`src/rtl/inst_encoder.sv`:
```
// RV32I field packer for the debug monitor: assembles one instruction
// word, range-checks it, and writes it to instruction memory.
module inst_encoder #(
    parameter int IADR_W   = 14,
    parameter int BASE_ADR = 0
) (
    input  logic              clk,
    input  logic              rst,
    input  logic              enc_req,
    input  logic [2:0]        enc_fmt,
    input  logic [6:0]        enc_opcode,
    input  logic [2:0]        enc_funct3,
    input  logic [6:0]        enc_funct7,
    input  logic [4:0]        enc_rd,
    input  logic [4:0]        enc_rs1,
    input  logic [4:0]        enc_rs2,
    input  logic [31:0]       enc_imm,
    input  logic              enc_adr_set,
    input  logic [IADR_W-1:0] enc_adr,
    output logic              enc_busy,
    output logic              enc_done,
    output logic              enc_err,
    output logic [31:0]       enc_inst,
    output logic [IADR_W-1:0] wr_adr,
    output logic              imem_we,
    output logic [IADR_W-1:0] imem_wadr,
    output logic [31:0]       imem_wdata,
    input  logic              imem_wack
);

    localparam logic [IADR_W-1:0] BASE_A = IADR_W'(BASE_ADR);

    typedef enum logic [1:0] {
        IDLE,
        CHECK,
        WRITE,
        DONE
    } state_t;

    typedef struct packed {
        logic [2:0]  fmt;
        logic [6:0]  op;
        logic [2:0]  f3;
        logic [6:0]  f7;
        logic [4:0]  rd;
        logic [4:0]  rs1;
        logic [4:0]  rs2;
        logic [31:0] imm;
    } fields_t;

    state_t            state_q, state_d;
    fields_t           fld_q, fld_d;
    logic [IADR_W-1:0] wr_adr_q, wr_adr_d;
    logic [31:0]       inst_q, inst_d;

    logic [31:0] word;
    logic        bad;
    logic        imm12_ok;
    logic        imm13_ok;
    logic        imm21_ok;

    // Sign-extension checks: upper bits must all match the top legal bit.
    assign imm12_ok = (&fld_q.imm[31:11]) || (~|fld_q.imm[31:11]);
    assign imm13_ok = (&fld_q.imm[31:12]) || (~|fld_q.imm[31:12]);
    assign imm21_ok = (&fld_q.imm[31:20]) || (~|fld_q.imm[31:20]);

    always_comb begin
        word = '0;
        bad  = 1'b0;
        unique case (fld_q.fmt)
            3'd0: begin
                word = {fld_q.f7, fld_q.rs2, fld_q.rs1,
                        fld_q.f3, fld_q.rd, fld_q.op};
            end
            3'd1: begin
                word = {fld_q.imm[11:0], fld_q.rs1,
                        fld_q.f3, fld_q.rd, fld_q.op};
                bad  = !imm12_ok;
            end
            3'd2: begin
                word = {fld_q.imm[11:5], fld_q.rs2, fld_q.rs1,
                        fld_q.f3, fld_q.imm[4:0], fld_q.op};
                bad  = !imm12_ok;
            end
            3'd3: begin
                word = {fld_q.imm[12], fld_q.imm[10:5],
                        fld_q.rs2, fld_q.rs1, fld_q.f3,
                        fld_q.imm[4:1], fld_q.imm[11], fld_q.op};
                bad  = !imm13_ok || fld_q.imm[0];
            end
            3'd4: begin
                word = {fld_q.imm[31:12], fld_q.rd, fld_q.op};
                bad  = |fld_q.imm[11:0];
            end
            3'd5: begin
                word = {fld_q.imm[20], fld_q.imm[10:1],
                        fld_q.imm[11], fld_q.imm[19:12],
                        fld_q.rd, fld_q.op};
                bad  = !imm21_ok || fld_q.imm[0];
            end
            default: begin
                bad = 1'b1;
            end
        endcase
        if (fld_q.op[1:0] != 2'b11) begin
            bad = 1'b1;
        end
    end

    always_comb begin
        state_d  = state_q;
        fld_d    = fld_q;
        wr_adr_d = wr_adr_q;
        inst_d   = inst_q;
        unique case (state_q)
            IDLE: begin
                if (enc_adr_set) begin
                    wr_adr_d = enc_adr;
                end
                if (enc_req) begin
                    fld_d = '{enc_fmt, enc_opcode, enc_funct3,
                              enc_funct7, enc_rd, enc_rs1,
                              enc_rs2, enc_imm};
                    state_d = CHECK;
                end
            end
            CHECK: begin
                if (bad) begin
                    state_d = IDLE;
                end else begin
                    inst_d  = word;
                    state_d = WRITE;
                end
            end
            WRITE: begin
                if (imem_wack) begin
                    wr_adr_d = wr_adr_q + 1'b1;
                    state_d  = DONE;
                end
            end
            DONE: begin
                state_d = IDLE;
            end
            default: begin
                state_d = IDLE;
            end
        endcase
    end

    always_ff @(posedge clk or posedge rst) begin
        if (rst) begin
            state_q  <= IDLE;
            fld_q    <= '0;
            wr_adr_q <= BASE_A;
            inst_q   <= '0;
        end else begin
            state_q  <= state_d;
            fld_q    <= fld_d;
            wr_adr_q <= wr_adr_d;
            inst_q   <= inst_d;
        end
    end

    assign enc_busy   = (state_q != IDLE);
    assign enc_done   = (state_q == DONE);
    assign enc_err    = (state_q == CHECK) && bad;
    assign enc_inst   = inst_q;
    assign wr_adr     = wr_adr_q;
    assign imem_we    = (state_q == WRITE);
    assign imem_wadr  = wr_adr_q;
    assign imem_wdata = inst_q;

endmodule

```
`config.mk`:
```
export PLATFORM = sky130hd
export DESIGN_NAME = inst_encoder
export DESIGN_NICKNAME = d
export VERILOG_FILES = /design/src/rtl/inst_encoder.sv
export SDC_FILE = /design/constraint.sdc
export NUM_CORES = 1
export LEC_CHECK = 0
export CAP_MARGIN = 20
export CORE_MARGIN = 1.5
export CORE_UTILIZATION = 47
export DETAILED_ROUTE_END_ITERATION = 10
export PLACE_DENSITY = 0.81
export SYNTH_ARGS = -nofsm -noshare
export SYNTH_HDL_FRONTEND = slang
export SYNTH_SLANG_ARGS = --single-unit
```
`constraint.sdc`:
```
create_clock -name clk -period 4.23 [get_ports clk]
set_input_delay 0.846 -clock clk [delete_from_list [all_inputs] [get_ports clk]]
set_output_delay 0.846 -clock clk [all_outputs]
set_load 0.01 [all_outputs]
```
==> results of run 1 <==
==> cell type report <==
class                           instances  area [sq um]
Sequential cell                       115          2880
Multi-Input combinational cell        332          2360
Tap cell                              147           184
Clock inverter                          9           104
Fill cell                             897          4040
Clock buffer                           23           478
Inverter                               23          88.8
Timing Repair Buffer                  188          1880
==> synthesized netlist by cell type, drive strengths merged (2+ instances only) <==
cell    number
a21oi       34
a22oi        7
and2         4
and3         2
and4         2
buf         52
clkbuf      21
dfrtp      115
inv         23
mux2        80
mux2i       13
nand2       55
nand2b       4
nand3       11
nand4        8
nor2        24
nor2b        9
nor3         4
nor4         6
o21ai       46
o22ai        8
or2          2
or4          2
==> routing by layer <==
layer / vias up / global-route usage, % / routed length (um)
met1: 2217 / 29.9 / 6160
met2: 203 / 38.6 / 7340
met4: 0 / 8.92 / 419
met3: 40 / 6.54 / 903
li1: 2114 / - / -
met5: - / 0 / 0
==> critical path: stages, from the launching register on <==
cell,delay (ns)
dfrtp_1,0.37
nor2b_1,0.80
o221ai_2,0.28
nand3_1,0.11
and2_1,0.13
clkdlybuf4s50_1,0.58
==> power groups by stage <==
stage / Clock (mW) / Sequential [mW] / Combinational [mW]
after CTS: 1.42 / 2.15 / 2.83
final: 1.40 / 2.16 / 2.81
after global routing: 1.48 / 2.23 / 3.03
after global placement: 0 / 2.12 / 2.73
after floorplan: 0 / 2.10 / 1.76
after detailed placement: 0 / 2.16 / 2.80
==> logic make-up (layout without fill, tap and decap cells) <==
kind of cell	after synthesis	after routing	share of synthesized area [%]
simple gates	135	135	11.3
flops	115	115	49.7
compound gates	102	102	9.79
buf+inv	96	243	9.60
mux	93	93	19.2
fa+ha+maj	1	1	0.216
xor+xnor	1	1	0.151
==> sequential cells by signal, indices dropped and copies added, names as in the netlist, named ones only <==
name / flops
enc_inst: 32
fld_q: 67
imem_wadr: 14
state_q: 1
==> final timing paths <==
kind / cells past startpoint / to / start / slack [ns]
hold reg to reg: 1 / enc_inst[0]$_DFFE_PP0P_ / enc_inst[0]$_DFFE_PP0P_ / 0.51
max in group asynchronous: 3 / fld_q[43]$_DFFE_PP0P_ / rst / 2.78
setup / recovery: 5 / enc_err / fld_q[66]$_DFFE_PP0P_ / 0.69
hold / removal: 1 / enc_inst[0]$_DFFE_PP0P_ / enc_inst[0]$_DFFE_PP0P_ / 0.51
min in group asynchronous: 3 / imem_wadr[3]$_DFFE_PP0P_ / rst / 0.92
setup reg to reg: 6 / enc_inst[8]$_DFFE_PP0P_ / fld_q[14]$_DFFE_PP0P_ / 1.38
==> stage by stage <==
step	util, %	hold WS, ns	instances	instance area (sq um)	total power [mW]
finish	66.4	0.506	837	7970	6.37
global route	66.4	0.525	837	7970	6.74
CTS	66.4	0.506	837	7970	6.40
detailed placement	61.5	0.496	805	7390	4.96
global placement	61.5	0.487	805	7390	4.84
floorplan	-	0.480	543	5790	3.86
==> flow_summary.json, run 1 <==
{
  "yosys.area.top_type": "dfrtp_1",
  "report.final.slew_viol_count": 0,
  "fin_ws_ns": 0.687,
  "syn-instance-count": 543,
  "area_growth_pct": 37.7,
  "p_per_area_nw_per_um2": 799,
  "pwr-share-clk_pct": 22.0,
  "die_w_um": 114,
  "path_max_fanout": 15,
  "synth_top_area_share_pct": 49.7,
  "p_int_mw": 4.12,
  "cts_made_buffers": 17,
  "clk_latency_ns": 0.42,
  "grt_max_degree": 116,
  "ant_nets": 0,
  "critPathArrivalTime_ns": 2.70,
  "p_sw_share_pct": 35.3,
  "critical_path_class": "flop to output pin",
  "final_common_cell": "clkdlybuf4s50_1",
  "setup_tns_ns": 0,
  "grt_pass1_wl_mm": 23.8,
  "hpwl_mm": 10.2,
  "final_cell_mix": "181 x clkdlybuf4s50_1, 115 x dfrtp_1, 58 x mux2_2",
  "post_cts.repair.setup_buffers": 0,
  "ys_warn_count": 0,
  "synth_edf_count": 0,
  "switchingPower_mw": 2.25,
  "drtIter0Drc": 470,
  "timing.final.crit_share_pct": 83.8,
  "cts.sinks": 115,
  "pwr-share-comb_pct": 44.1,
  "skew_ns": 0.0115,
  "start_util_pct": 48.2,
  "cts_tree": "yes",
  "core_area_sq_um": 12000,
  "grtUsageTotal_pct": 23.5,
  "ctsHoldBuffers": 0,
  "vias_per_cell": 5.46,
  "postSynthAreaPerCell_sq_um": 10.7,
  "required_ns": 3.38,
  "rsz0062_at_grt": "false",
  "finalCriticalPeriod_ns": 3.54,
  "setup_viol": 0,
  "rows": 40,
  "hold_violations": 0,
  "synth_area_sq_um": 5790,
  "yosysUniqueCellTypes": 40,
  "hp-class": "flop to flop",
  "worst_pin_slew_ns": 1.05,
  "wl_per_cell_um": 17.7,
  "overflow": 0,
  "die_area_sq_um": 13000,
  "drc_errors": 0,
  "cap_violations": 0,
  "cp-start-kind": "flop",
  "p_seq_share_pct": 33.9,
  "status": "finished clean",
  "antenna_found_initial": 0,
  "via_count": 4574,
  "h-tree-depth": 4,
  "maxSlewHeadroom_pct": 30.2,
  "fmax_mhz": 282,
  "end_kind": "output pin",
  "antenna_cells": 0,
  "clkTransAtPathRegs_ns": 0.05,
  "syn_nets": 630,
  "drive_gt1_share_pct": 17.7,
  "peakVddDrop_mv": 0.362,
  "root_buffer": "clkbuf_16",
  "p_leak_nw": 3.42,
  "synth_seq_cells": 115,
  "nets": 764,
  "io_pins": 182,
  "synth_area_leaders": "dfrtp_1 50%, mux2_2 11%, buf_4 6.0%",
  "dr.pass1.iters": 5,
  "pre_cts_slack_ns": 1.13,
  "yosysSeqAreaShare_pct": 49.7,
  "place.gp.congestion": 0.840,
  "numPortBuffers": 181,
  "wirelength_mm": 14.8,
  "grt_pass1_vias": 4605,
  "clock_path_buffers": 2,
  "die_y_um": 114,
  "cts_resized": 0,
  "async_reset_ff_share_pct": 100,
  "synth_ff_type": "dfrtp_1"
}
(Power assumes the default switching activity.)
==> inputs of run 2 (changes only) <==
==> constraint.sdc (replaced) <==
create_clock -name clk -period 3.4 [get_ports clk]
set_input_delay 0.68 -clock clk [delete_from_list [all_inputs] [get_ports clk]]
set_output_delay 0.68 -clock clk [all_outputs]
set_load 0.01 [all_outputs]
==> flow_summary.json, run 2 (synthesized netlist as in run 1, its figures left out) <==
{
  "status": "finished clean",
  "h-tree-depth": 4,
  "io_pins": 182,
  "critPathArrivalTime_ns": 2.34,
  "grt_pass1_wl_mm": 24.3,
  "largest_register_ffs": 67,
  "hold_violations": 0,
  "nets": 771,
  "rrSetupSlack_ns": 0.49,
  "place.gp.congestion": 0.817,
  "cap_violations": 0,
  "fmax_mhz": 332,
  "r2r_cells": 8,
  "grtUsageTotal_pct": 24.4,
  "hp-class": "flop to flop",
  "path_max_fanout": 4,
  "cp-start-kind": "flop",
  "required_ns": 2.72,
  "root_buffer": "clkbuf_16",
  "antenna_cells": 0,
  "numPortBuffers": 181,
  "wirelength_mm": 15.2,
  "rr_startpoint": "fld_q[14]$_DFFE_PP0P_",
  "end_kind": "output pin",
  "grt_max_degree": 83,
  "final_common_cell": "clkdlybuf4s50_1",
  "antenna_found_initial": 0,
  "clkTransAtPathRegs_ns": 0.05,
  "clk_latency_ns": 0.41,
  "hpwl_mm": 10.5,
  "wl_per_cell_um": 18.0,
  "setup_viol": 0,
  "p_leak_nw": 3.49,
  "dr.pass1.iters": 5,
  "reg2reg_to": "enc_inst[4]$_DFFE_PP0P_",
  "grt_pass1_vias": 4679,
  "fillers": 912,
  "p_per_area_nw_per_um2": 1000,
  "final_cell_mix": "180 x clkdlybuf4s50_1, 115 x dfrtp_1, 58 x mux2_2",
  "die_area_sq_um": 13000,
  "regMostFlops": "fld_q",
  "critical_path_class": "flop to output pin",
  "worst_pin_slew_ns": 0.740,
  "rsz0062_at_grt": "false",
  "cts_tree": "yes",
  "die_y_um": 114,
  "finalCriticalPeriod_ns": 3.02,
  "overflow": 0,
  "vias_per_cell": 5.47,
  "cts.sinks": 115,
  "maxSlewHeadroom_pct": 50.6,
  "fin_util_pct": 67.2,
  "setup_tns_ns": 0,
  "ant_nets": 0,
  "hold_path_end": "fld_q[51]$_DFFE_PP0P_",
  "peakVddDrop_mv": 0.457,
  "skew_ns": 0.00807,
  "hp-start": "fld_q[51]$_DFFE_PP0P_",
  "timing.final.crit_share_pct": 88.7,
  "via_count": 4620,
  "die_w_um": 114,
  "clock_path_buffers": 2,
  "rows": 40,
  "cts_made_buffers": 17,
  "area_growth_pct": 39.5,
  "drc_errors": 0,
  "start_util_pct": 48.2,
  "drtIter0Drc": 512,
  "core_area_sq_um": 12000,
  "report.final.slew_viol_count": 0,
  "drive_gt1_share_pct": 18.7,
  "worstHoldPathCells": 1
}
## run 2: cell type report
cell class,count,area (sq um),area share (%)
flip-flops and latches,115,2880,35.6
clock inverters,11,158,1.95
multi-input cells,332,2360,29.2
repair buffers,195,1940,24.1
clock buffers,21,460,5.70
inverters,23,90.1,1.12
well taps,147,184,2.28
## run 2: critical path, cell delays in order (launching register included)
cell,delay (ns)
dfrtp_1,0.41
or4_1,0.58
o21ai_1,0.14
a22oi_1,0.11
o221ai_2,0.23
nand3_1,0.11
and2_1,0.17
dlymetal6s2s_1,0.19
## run 2: worst max path at each step
stage / start / to / slack, ns / depth (start not counted)
6_report: fld_q[14]$_DFFE_PP0P_ / enc_err / 0.38 / 7
5_1_grt: fld_q[14]$_DFFE_PP0P_ / enc_err / 0.29 / 7
4_1_cts: fld_q[14]$_DFFE_PP0P_ / enc_err / 0.01 / 7
3_5_place_dp: fld_q[14]$_DFFE_PP0P_ / enc_err / 0.45 / 7
3_3_place_gp: fld_q[17]$_DFFE_PP0P_ / enc_err / 0.51 / 7
2_1_floorplan: fld_q[17]$_DFFE_PP0P_ / enc_err / 1.08 / 6
## run 2: where the power goes
group          switching (mW)  internal, mW
clock network           0.595          1.25
logic                    1.50          1.98
registers               0.715          2.04
## run 2: repair_timing
| item | in CTS | in global routing |
|---|---|---|
| hold buffers | 0 | 0 |
| endpoints found under the setup margin | 0 | 1 |
| gates resized for setup | 0 | 1 |
| buffers inserted | 0 | 1 |
## run 2: routing by layer
layer / GRT usage [%] / vias to the layer above / wire length, um
met5: 0 / - / 0
met4: 9.17 / 0 / 358
met3: 6.27 / 29 / 950
met2: 40.4 / 212 / 7550
met1: 30.9 / 2245 / 6310
li1: - / 2134 / -
## run 2: per-stage QoR
step | instance area, sq um | setup WS, ns | std cells | power (mW) | hold WS, ns
after floorplan | 5790 | 1.08 | 543 | 4.81 | 0.480
after detailed placement | 7450 | 0.451 | 811 | 6.20 | 0.495
after global placement | 7450 | 0.510 | 811 | 6.05 | 0.488
final | 8080 | 0.384 | 844 | 8.09 | 0.505
after CTS | 8070 | 0.0140 | 843 | 8.11 | 0.507
after global routing | 8080 | 0.287 | 844 | 8.55 | 0.521
==> inputs of run 3 (changes only) <==
--- a/config.mk
+++ b/config.mk
@@ -7,9 +7,8 @@
 export LEC_CHECK = 0
 export CAP_MARGIN = 20
 export CORE_MARGIN = 1.5
-export CORE_UTILIZATION = 47
+export CORE_UTILIZATION = 25
 export DETAILED_ROUTE_END_ITERATION = 10
-export PLACE_DENSITY = 0.81
 export SYNTH_ARGS = -nofsm -noshare
 export SYNTH_HDL_FRONTEND = slang
 export SYNTH_SLANG_ARGS = --single-unit
==> flow_summary.json, run 3 (synthesized netlist as in run 1, its figures left out) <==
{
  "status": "finished clean",
  "vias_per_cell": 4.57,
  "die_area_sq_um": 24100,
  "required_ns": 2.72,
  "hpwl_mm": 11.8,
  "setup_tns_ns": 0,
  "dr.pass1.iters": 5,
  "rsz0062_at_grt": "false",
  "pwr-share-comb_pct": 43.7,
  "drtIter0Drc": 180,
  "switchingPower_mw": 2.87,
  "critPathSlowestCell": "or4_1",
  "clk_latency_ns": 0.42,
  "final_common_cell": "clkdlybuf4s50_1",
  "maxSlewHeadroom_pct": 48.7,
  "timing.final.crit_share_pct": 92.7,
  "finalCriticalPeriod_ns": 3.15,
  "place.gp.congestion": 0.788,
  "worst-path-buf-inv": 1,
  "grtUsageTotal_pct": 13.9,
  "fin_util_pct": 36.3,
  "area_growth_pct": 42.6,
  "fmax_mhz": 317,
  "p_seq_share_pct": 33.7,
  "wl_per_cell_um": 16.4,
  "crit_path_max_incr_delay_ns": 0.57,
  "peakVddDrop_mv": 0.428,
  "rrSetupSlack_ns": 0.74,
  "setup_viol": 0,
  "wirelength_mm": 16.2,
  "antenna_found_initial": 0,
  "critical_path.endpoint": "enc_err",
  "p_leak_nw": 3.47,
  "nets": 772,
  "path_cells": "or4_1, o21ai_1, a22oi_1, o221ai_2, nand3_1, and2_1, dlygate4sd2_1",
  "cts_tree": "yes",
  "p_int_mw": 5.13,
  "ant_nets": 0,
  "final_cell_mix": "180 x clkdlybuf4s50_1, 115 x dfrtp_1, 58 x mux2_2",
  "rows": 55,
  "cap_violations": 0,
  "grt_pass1_vias": 4493,
  "overflow": 0,
  "drc_errors": 0,
  "start_util_pct": 25.5,
  "io_pins": 182,
  "root_buffer": "clkbuf_16",
  "path_max_fanout": 4,
  "report.final.slew_viol_count": 0,
  "end_kind": "output pin",
  "p_sw_share_pct": 35.9,
  "numPortBuffers": 181,
  "cts_made_buffers": 17,
  "cts.sinks": 115,
  "pre_cts_slack_ns": 0.437,
  "die_y_um": 155,
  "cp-start-kind": "flop",
  "worst_pin_slew_ns": 0.768,
  "reg2reg_to": "enc_inst[27]$_DFFE_PP0P_",
  "core_area_sq_um": 22700,
  "pwr-share-clk_pct": 22.6,
  "drive_gt1_share_pct": 19.1,
  "h-tree-depth": 4,
  "critPathArrivalTime_ns": 2.47,
  "crit_family": "simple AND/OR/NAND/NOR gates",
  "hp-class": "flop to flop",
  "timing.critical_path.from": "fld_q[14]$_DFFE_PP0P_",
  "worstSetupPathDepth": 7,
  "regMostFlops": "fld_q",
  "critical_path_class": "flop to output pin",
  "clkTransAtPathRegs_ns": 0.06,
  "grt_max_degree": 83,
  "ctsHoldBuffers": 0,
  "p_total_mw": 8.00,
  "hold_violations": 0,
  "via_count": 4491,
  "rr_startpoint": "fld_q[14]$_DFFE_PP0P_",
  "antenna_cells": 0,
  "grt_pass1_wl_mm": 25.5,
  "skew_ns": 0.00976,
  "largest_register_ffs": 67,
  "clock_path_buffers": 2,
  "r2r_cells": 7,
  "p_per_area_nw_per_um2": 969,
  "die_w_um": 155,
  "fin_ws_ns": 0.248
}
-- run 3: power groups by stage --
stage	Sequential (mW)	Clock [mW]	Combinational [mW]
2_1_floorplan	2.62	0	2.19
3_3_place_gp	2.70	0	3.49
3_5_place_dp	2.73	0	3.53
4_1_cts	2.71	1.85	3.54
5_1_grt	2.82	1.92	3.80
6_report	2.70	1.81	3.49
-- run 3: how the worst min path moves through the flow --
stage                            startpoint  slack (ns)  cells after the start                 endpoint
finish              enc_inst[1]$_DFFE_PP0P_        0.50                      1  enc_inst[1]$_DFFE_PP0P_
global route          fld_q[47]$_DFFE_PP0P_        0.53                      1    fld_q[47]$_DFFE_PP0P_
CTS                 enc_inst[1]$_DFFE_PP0P_        0.51                      1  enc_inst[1]$_DFFE_PP0P_
detailed placement  enc_inst[1]$_DFFE_PP0P_        0.49                      1  enc_inst[1]$_DFFE_PP0P_
global placement    enc_inst[1]$_DFFE_PP0P_        0.49                      1  enc_inst[1]$_DFFE_PP0P_
floorplan             fld_q[51]$_DFFE_PP0P_        0.48                      1    fld_q[51]$_DFFE_PP0P_
-- run 3: metrics by stage --
| stage | instances | hold WS [ns] | area [sq um] |
|---|---|---|---|
| 3_3_place_gp | 951 | 0.489 | 7660 |
| 6_report | 983 | 0.498 | 8250 |
| 4_1_cts | 983 | 0.506 | 8250 |
| 3_5_place_dp | 951 | 0.488 | 7660 |
| 2_1_floorplan | 543 | 0.480 | 5790 |
| 5_1_grt | 983 | 0.525 | 8250 |
-- run 3: what timing repair did --
action,4_1_cts,5_1_grt
resized for setup,1,0
hold endpoints to repair,0,0
setup buffers,0,0
endpoints found under the setup margin,1,0
-- run 3: layout make-up --
class | instances | area, sq um
Clock inverter | 15 | 170
Inverter | 23 | 90.1
Clock buffer | 17 | 425
Multi-Input combinational cell | 332 | 2360
Timing Repair Buffer | 196 | 1970
Fill cell | 2262 | 14500
Tap cell | 285 | 357
Sequential cell | 115 | 2880
-- run 3: metal layers --
layer | part of all wire (%) | routed length, um | GRT usage (%)
met1 | 47 | 7510 | 18.5
met2 | 48 | 7710 | 22.3
met3 | 4.2 | 683 | 3.06
met4 | 1.5 | 247 | 5.04
met5 | 0 | 0 | 0
